==> src/rtl/kmac_msg_rx.sv <==
// kmac_msg_rx: KMAC-side receiver for the key manager message stream.
// Accepts request beats under a ready handshake and checks that each beat's
// byte strobe is legal. Legal beats go into a small FIFO with the strobe
// expanded to a per-bit mask. Illegal beats are dropped, the FIFO is flushed
// and a sticky error is raised.
//
// Ports:
//   clk_i        clock
//   rst_i        asynchronous active-high reset
//   kmac_data_i  request beat, packed as {valid, data[MsgWidth], strb[StrbWidth], last}
//   kmac_ready_o beat accepted when valid && kmac_ready_o
//   msg_valid_o  FIFO head valid
//   msg_data_o   head data (zero when no head)
//   msg_mask_o   head bit mask, byte i = {8{strb[i]}}
//   msg_last_o   head is the last beat of the message
//   msg_ready_i  consumer pops the head when msg_valid_o && msg_ready_i
//   done_o       one-cycle pulse when the last beat is popped
//   err_o        sticky protocol error
//   err_clr_i    clears err_o and returns to idle (only honoured while in error)
//   byte_cnt_o   bytes accepted in the current message (saturating)
module kmac_msg_rx #(
   parameter int MsgWidth  = 64,
   parameter int StrbWidth = MsgWidth / 8,
   parameter int FifoDepth = 2
) (
   input  logic                              clk_i,
   input  logic                              rst_i,
   input  logic [MsgWidth+StrbWidth+1:0]     kmac_data_i,
   output logic                              kmac_ready_o,
   output logic                              msg_valid_o,
   output logic [MsgWidth-1:0]               msg_data_o,
   output logic [MsgWidth-1:0]               msg_mask_o,
   output logic                              msg_last_o,
   input  logic                              msg_ready_i,
   output logic                              done_o,
   output logic                              err_o,
   input  logic                              err_clr_i,
   output logic [15:0]                       byte_cnt_o
);

   localparam int ReqW = MsgWidth + StrbWidth + 2;
   localparam int PtrW = (FifoDepth > 1) ? $clog2(FifoDepth) : 1;
   localparam int CntW = PtrW + 1;

   typedef enum logic [1:0] {
      IDLE  = 2'd0,
      MSG   = 2'd1,
      FLUSH = 2'd2,
      ERROR = 2'd3
   } state_t;

   function automatic logic [MsgWidth-1:0] expand_strb(input logic [StrbWidth-1:0] s);
      logic [MsgWidth-1:0] m;
      m = '0;
      for (int i = 0; i < StrbWidth; i++) begin
         m[8*i +: 8] = {8{s[i]}};
      end
      return m;
   endfunction

   function automatic logic [15:0] popcount(input logic [StrbWidth-1:0] s);
      logic [15:0] n;
      n = '0;
      for (int i = 0; i < StrbWidth; i++) begin
         n = n + 16'(s[i]);
      end
      return n;
   endfunction

   function automatic logic [15:0] sat_add16(input logic [15:0] a, input logic [15:0] b);
      logic [16:0] sum;
      sum = {1'b0, a} + {1'b0, b};
      return sum[16] ? 16'hFFFF : sum[15:0];
   endfunction

   // Strobe must be non-empty and a run of ones from bit 0; a partial strobe
   // is only allowed on the final beat of a message.
   function automatic logic strb_legal(input logic [StrbWidth-1:0] s, input logic l);
      logic [StrbWidth-1:0] inc;
      inc = s + {{(StrbWidth-1){1'b0}}, 1'b1};
      return (s != '0) && ((s & inc) == '0) && ((&s) || l);
   endfunction

   logic                 req_valid;
   logic [MsgWidth-1:0]  req_data;
   logic [StrbWidth-1:0] req_strb;
   logic                 req_last;

   assign req_valid = kmac_data_i[ReqW-1];
   assign req_data  = kmac_data_i[ReqW-2 -: MsgWidth];
   assign req_strb  = kmac_data_i[StrbWidth:1];
   assign req_last  = kmac_data_i[0];

   state_t               state, state_next;
   logic [CntW-1:0]      count;
   logic [PtrW-1:0]      wr_ptr, rd_ptr;
   logic [15:0]          byte_cnt;

   logic [MsgWidth-1:0]  mem_data [FifoDepth];
   logic [StrbWidth-1:0] mem_strb [FifoDepth];
   logic                 mem_last [FifoDepth];

   logic accept, legal, push, flush, pop, head_last;

   // Ready looks only at the registered count, so a full FIFO holds ready low
   // even in a cycle where the head is being popped.
   assign kmac_ready_o = !rst_i && ((state == IDLE) || (state == MSG)) &&
                         (count < CntW'(FifoDepth));

   assign accept = req_valid && kmac_ready_o;
   assign legal  = strb_legal(req_strb, req_last);
   assign push   = accept && legal;
   assign flush  = accept && !legal;

   assign head_last   = mem_last[rd_ptr];
   assign msg_valid_o = (count != '0) && (state != ERROR);
   assign pop         = msg_valid_o && msg_ready_i;

   // Head fields are gated so the storage itself needs no reset.
   assign msg_data_o = msg_valid_o ? mem_data[rd_ptr] : '0;
   assign msg_mask_o = msg_valid_o ? expand_strb(mem_strb[rd_ptr]) : '0;
   assign msg_last_o = msg_valid_o && head_last;

   assign err_o      = (state == ERROR);
   assign byte_cnt_o = byte_cnt;

   always_comb begin
      state_next = state;
      done_o     = 1'b0;
      case (state)
         IDLE, MSG: begin
            if (accept) begin
               if (!legal)        state_next = ERROR;
               else if (req_last) state_next = FLUSH;
               else               state_next = MSG;
            end
         end
         FLUSH: begin
            if (pop && head_last) begin
               done_o     = 1'b1;
               state_next = IDLE;
            end
         end
         ERROR: begin
            if (err_clr_i) state_next = IDLE;
         end
         default: state_next = IDLE;
      endcase
   end

   always_ff @(posedge clk_i or posedge rst_i) begin
      if (rst_i) begin
         state    <= IDLE;
         count    <= '0;
         wr_ptr   <= '0;
         rd_ptr   <= '0;
         byte_cnt <= '0;
      end else begin
         state <= state_next;

         if (flush) begin
            count  <= '0;
            wr_ptr <= '0;
            rd_ptr <= '0;
         end else begin
            if (push) wr_ptr <= wr_ptr + PtrW'(1);
            if (pop)  rd_ptr <= rd_ptr + PtrW'(1);
            if (push && !pop)      count <= count + CntW'(1);
            else if (!push && pop) count <= count - CntW'(1);
         end

         if ((state == ERROR) && err_clr_i) begin
            byte_cnt <= '0;
         end else if (accept) begin
            byte_cnt <= (state == MSG) ? sat_add16(byte_cnt, popcount(req_strb))
                                       : popcount(req_strb);
         end
      end
   end

   always_ff @(posedge clk_i) begin
      if (push) begin
         mem_data[wr_ptr] <= req_data;
         mem_strb[wr_ptr] <= req_strb;
         mem_last[wr_ptr] <= req_last;
      end
   end

endmodule

==> config.mk <==
export PLATFORM = sky130hd
export DESIGN_NAME = kmac_msg_rx
export DESIGN_NICKNAME = d
export VERILOG_FILES = /design/src/rtl/kmac_msg_rx.sv
export SDC_FILE = /design/constraint.sdc
export NUM_CORES = 1
export LEC_CHECK = 0
export ABC_AREA = 0
export ABC_CLOCK_PERIOD_IN_PS = 6450
export BUFFER_PORTS_ARGS = -buffer_cell sky130_fd_sc_hd__buf_2
export CAP_MARGIN = 20
export CORE_MARGIN = 2
export CORE_UTILIZATION = 31
export CTS_CLUSTER_SIZE = 20
export DETAILED_ROUTE_END_ITERATION = 10
export HOLD_SLACK_MARGIN = 0.12
export PLACE_DENSITY_LB_ADDON = 0.15
export RECOVER_POWER = 25
export SYNTH_ARGS = -nofsm -noshare
export SYNTH_HDL_FRONTEND = slang
export SYNTH_SLANG_ARGS = --single-unit
==> constraint.sdc <==
create_clock -name clk_i -period 6.45 [get_ports clk_i]
set_clock_uncertainty 0.2 [all_clocks]
set_input_delay 0.3225 -clock clk_i [delete_from_list [all_inputs] [get_ports clk_i]]
set_output_delay 0.3225 -clock clk_i [all_outputs]
set_load 0.005 [all_outputs]
# Word level (Yosys, flattened, before mapping)

Memories as Yosys holds them, arrays and structs flattened.
Cells that the tools add are included.

Logic and storage cells: 84
Bits in latches: 0
Flip-flop bits (word level): 22
Memory bits (writable): 146
Input bits: 78
ROM bits: 0
Memories kept: 3

Bitwise logic cells: 1
Multiplexer cells: 23
$lt $le $gt $ge: 1
$add $sub $neg: 13
Reductions and logical operators: 31
Equal/unequal tests: 7
$mul: 0
Divide/modulo/power cells: 0
Shift-type cells: 0

Memories:

| memory   | depth | bits a word | rd ports | clocked after Yosys merged registers in | wr ports | RTL line | text |
|---|---|---|---|---|---|---|---|
| mem_data | 2     | 64          | 1        | 0                                       | 1        | 99       | `logic [MsgWidth-1:0] mem_data [FifoDepth];` |
| mem_strb | 2     | 8           | 1        | 0                                       | 1        | 100      | `logic [StrbWidth-1:0] mem_strb [FifoDepth];` |
| mem_last | 2     | 1           | 1        | 0                                       | 1        | 101      | `logic mem_last [FifoDepth];` |

Operators by type and width:

| kind                  | count |
|---|---|
| $mux W64              | 2 |
| $mux W16              | 4 |
| $add A16 B16 Y17      | 1 |
| $mux W2               | 8 |
| $logic_and A1 B1 Y1   | 14 |
| $add A7 B1 Y8         | 1 |
| $add A8 B1 Y8 const B | 1 |
| $and A8 B8 Y8         | 1 |
| $logic_not A8 Y1      | 1 |
| $mux W1               | 8 |
| $reduce_and A8 Y1     | 1 |
| $reduce_bool A2 Y1    | 4 |
| $reduce_bool A8 Y1    | 1 |
| $add A6 B1 Y7         | 1 |
| $add A5 B1 Y6         | 1 |
| $ne A2 B2 Y1 const B  | 3 |
| $pmux W2 S3           | 1 |
| $add A4 B1 Y5         | 1 |
| $add A3 B1 Y4         | 1 |
| $eq A2 B2 Y1 const B  | 2 |
| $logic_not A1 Y1      | 4 |
| $add A2 B1 Y3         | 1 |
| $reduce_and A3 Y1     | 1 |
| $reduce_bool A3 Y1    | 1 |
| 10 further kinds      | 12 |

# Depth between registers and ports, before layout

Word-level depth: 12
Mapped depth: 16
Depth with buffers taken out: 14

# Least setup slack after synthesis

Ideal clock, no wire load.

Kind: in2reg
From: in kmac_data_i[1]
To: mem mem_data[0][0] (enable)
Library setup time: 0.505 ns
Cell stages on the path: 6
Setup slack: 1.347 ns
Path buffers: 0
Data arrival time: 4.398 ns
Cells stage by stage: inv_1 > ha_1 > a211o_1 > a2111oi_4 > nand3_1 > nor2_1

Longest elaborated chain between the ends: 8
Elaborated cells on any way between the ends: 11

RTL lines:

| element                           | RTL line | text |
|---|---|---|
| start, declared                   | 28       | `input logic [MsgWidth+StrbWidth+1:0] kmac_data_i,` |
| $add A8 B1 Y8                     | 80       | `inc = s + {{(StrbWidth-1){1'b0}}, 1'b1};` |
| $and A8 B8 Y8                     | 81       | `return (s != '0) && ((s & inc) == '0) && ((&s) \|\| l);` |
| $logic_not A8 Y1                  | 81       |  |
| $logic_and A1 B1 Y1               | 81       |  |
| $logic_and A1 B1 Y1 (*)           | 81       |  |
| $logic_and A1 B1 Y1 (*)           | 112      | `assign push = accept && legal;` |
| $mux W1 (*)                       | 182      | `if (push) begin` |
| $mux W1 (implied by the code) (*) | 183      | `mem_data[wr_ptr] <= req_data;` |
| end, declared                     | 99       |  |

Every way passes the cells marked *; elsewhere a longest branch is shown, timed or not.

# Worst setup path in the final report

From: in kmac_data_i[1]
To: reg byte_cnt[5], in the netlist byte_cnt_o[5]

Longest elaborated chain between the ends: 12

RTL lines:

| element              | RTL line | text |
|---|---|---|
| $add A1 B1 Y2 (*)    | 65       | `n = n + 16'(s[i]);` |
| $add A2 B1 Y3 (*)    | 65       |  |
| $add A3 B1 Y4 (*)    | 65       |  |
| $add A4 B1 Y5 (*)    | 65       |  |
| $add A5 B1 Y6 (*)    | 65       |  |
| $add A6 B1 Y7 (*)    | 65       |  |
| $add A7 B1 Y8 (*)    | 65       |  |
| $add A16 B16 Y17     | 72       | `sum = {1'b0, a} + {1'b0, b};` |
| $mux W16             | 73       | `return sum[16] ? 16'hFFFF : sum[15:0];` |
| $mux W16 (*)         | 175      | `byte_cnt <= (state == MSG) ? sat_add16(byte_cnt, popcount(req_strb))` |
| $mux W16 (*)         | 174      | `end else if (accept) begin` |
| $mux W16 (*)         | 172      | `if ((state == ERROR) && err_clr_i) begin` |
| end signal, assigned | 175      |  |
| end, declared        | 97       | `logic [15:0] byte_cnt;` |

Every way passes the cells marked *; elsewhere a longest branch is shown, timed or not. The select of a mux whose other input is x is not followed.
A chain may end at the register's enable or synchronous reset.

==> flow_metrics.tcl <==
set metrics [dict create \
    power.switching_uw 658 \
    timing.fmax_mhz 206 \
    worst_pin_slew_ns 1.05 \
    die_area_sq_um 26000 \
    grt_max_degree 74 \
    syn_nets 657 \
    fin_crit_ns 4.87 \
    grt_pass1_vias 5206 \
    drcViolationCount 0 \
    dp_slack_ns 1.71 \
    numCtsBuffers 17 \
    final_cell_mix "buf_2, edfxtp_1, nor2_1, dlygate4sd3_1, mux2i_1" \
    status "finished clean" \
    hold_start "kmac_data_i[73]" \
    synth_top_family_by_area "multiplexers" \
    critPathLaunchType "primary input" \
    ir_drop_v 0.000162 \
    clk_path_buf_depth 2 \
    placed_cell_area_sq_um 8690 \
    hold_buffers 76 \
    setup_ws_ns 1.59 \
    synth-simple-area-share_pct 7.67 \
    arrival_ns 5.00 \
    p_seq_share_pct 46.2 \
    hold_path_depth 4 \
    drtAntennaViolNets 0 \
    r2r_end "mem_data[0][24]" \
    antenna_found_initial 0 \
    chipWidth_um 161 \
    cts_sinks 168 \
    p_sw_share_pct 24.5 \
    portBuffers 226 \
    total_leakage_power_nw 4.05 \
    internal-power_mw 2.03 \
    htree_levels 4 \
    combPwrFrac_pct 12.9 \
    holdPathEnd "wr_ptr" \
    crit_required_ns 6.58 \
    synthAdderAreaFrac_pct 2.94 \
    vias_per_cell 4.49 \
    final_core_util_pct 41.4 \
    postLayoutCellArea_sq_um 10000 \
    dpl.hpwl_um 11500 \
    pwr-share-clk_pct 40.9 \
    hold_viol 0 \
    postCtsSetupBuffers 0 \
    yosysSeqAreaShare_pct 64.5 \
    fin_cells 1144 \
    synth-compound-area-share_pct 6.41 \
    post-route-period-util_pct 75.4 \
    grt_pass1_wl_um 28200 \
    grt_use_total_pct 13.9 \
    cts_resized 0 \
    antenna_cells 0 \
    slew_headroom_pct 30.2 \
    ys_warn_count 0 \
    synth_area_per_cell_sq_um 13.6 \
    rows 57 \
    post-layout-total-power_mw 2.68 \
    cts_tree "built" \
    r2r_setup_slack_ns 3.36 \
    slew_violations 0 \
    clk_pin_slew_ns 0.06 \
    synth-seq-cells 168 \
    min_path_type "in -> reg" \
    power.density_nw_per_um2 267 \
    insertion_delay_ns 0.41 \
    end_kind "flip-flop" \
    fin_hold_ws_ns 0.267 \
    syn-cell-area_sq_um 7650 \
    fp.dieH_um 161 \
    grt-ovfl-total 0 \
    start_util_pct 31.6 \
    vias 5142 \
    crit_path_max_fanout 9 \
    layout_commonest_cell "buf_2" \
    avgRoutedWirePerCell_um 15.5 \
    fin_nets 901 \
    drive_gt1_share_pct 28.0 \
    crit_type "in -> reg" \
    io_pins 227 \
    timing.rr.start "state[1]" \
    cts-root-buf "clkbuf_16" \
    synth.area.mux_share_pct 9.68 \
    area_delta_synth_final_pct 31.1 \
    synth_xor_xnor_area_share_pct 0.458 \
    rr_worst_depth 5 \
    maxCapViolations 0 \
    finalSetupViolations 0 \
    firstDrtPassIters 4 \
    fp.coreArea_sq_um 24200 \
    synth_cells 564 \
    rsz0062_at_grt "no" \
    globalplace.congestion 0.821 \
    drtIter0Drc 191 \
    dpl.cell_count 1037 \
    fin_tns_setup_ns 0 \
    routed_wl_um 17700 \
    synth_cell_types 48 \
]
## synth_stat cells (all sizes together)
library cell	instances	area, sq um
a2111oi	1	27.5
dfrtp	22	551
nand2	13	48.8
o211ai	7	62.6
nand3	8	45.0
fa	5	100
xor2	4	35.0
nor2b	3	18.8
o21ai	16	80.1
a41oi	1	8.76
mux2i	74	741
or2	1	6.26
nand4	6	37.5
o2bb2a	1	10.0
a32oi	1	8.76
o21bai	1	7.51
o31a	1	8.76
or3	1	6.26
o22a	2	17.5
ha	10	125
and3	3	18.8
nor3b	1	7.51
a22o	2	17.5
a31oi	9	71.3
edfxtp	146	4380
and2b	1	10.0
and4	2	17.5
nand3b	1	7.51
nor3	4	25.0
a21boi	1	7.51
a21o	7	52.6
o21a	2	15.0
nor2	85	319
and2	3	18.8
buf	75	536
clkbuf	6	22.5
a31o	1	8.76
a211o	1	8.76
o311ai	2	17.5
inv	22	82.6
a21oi	12	60.1
## power by group through the flow
stage          Sequential, mW  Clock, mW  Combinational [mW]
5_1_grt                  1.25       1.18               0.383
6_report                 1.24       1.10               0.346
4_1_cts                  1.24       1.13               0.352
3_5_place_dp             1.26          0               0.312
2_1_floorplan            1.25          0               0.215
3_3_place_gp             1.26          0               0.303
## cell families after synthesis
family                   after synthesis
flip-flops                           168
buffers and inverters                103
adder cells (fa/ha/maj)               15
AO/OA/AOI/OAI                         68
multiplexers                          74
XOR/XNOR                               4
AND/OR/NAND/NOR                      132
## area by class of cell
cell class	count	area (sq um)
Fill cell	2333	14200
Clock inverter	14	210
Tap cell	324	405
Clock buffer	17	425
Inverter	22	82.6
Timing Repair Buffer	306	1870
Sequential cell	168	4940
Multi-Input combinational cell	293	2100
## how the worst max path moves through the flow
stage | start | end | slack, ns
CTS | kmac_data_i[1] | byte_cnt_o[1] | 1.60
floorplan | kmac_data_i[1] | mem_data[0][0] | 1.35
global placement | kmac_data_i[1] | byte_cnt_o[6] | 1.80
global route | kmac_data_i[1] | byte_cnt_o[13] | 1.36
detailed placement | kmac_data_i[1] | byte_cnt_o[5] | 1.71
finish | kmac_data_i[1] | byte_cnt_o[5] | 1.59
## worst max-delay path, stage by stage
cell	delay, ns
dlygate4sd3_1	0.53
buf_2	0.14
inv_1	0.09
fa_1	0.56
fa_1	0.43
fa_1	0.50
inv_1	0.04
ha_1	0.20
fa_1	0.54
inv_1	0.07
fa_1	0.43
nor2b_1	0.18
o31a_1	0.34
nand4_1	0.28
a21boi_0	0.20
o21ai_1	0.14
## registers in the layout, summed over array words and instances (netlist names)
| name | flops |
|---|---|
| byte_cnt_o | 16 |
| mem_strb | 16 |
| state | 2 |
| count | 2 |
| rd_ptr | 1 |
| wr_ptr | 1 |
| mem_data | 128 |
| mem_last | 2 |
## layer usage
layer  share of wire, %  track usage [%]  vias to the layer above
li1                   -                -                     2470
met1                 45             18.3                     2513
met2                 50             23.2                      153
met3                4.7             3.26                        6
met4               0.64             3.45                        0
met5                  0                0                        -
Power figures use the tool's default switching activity.
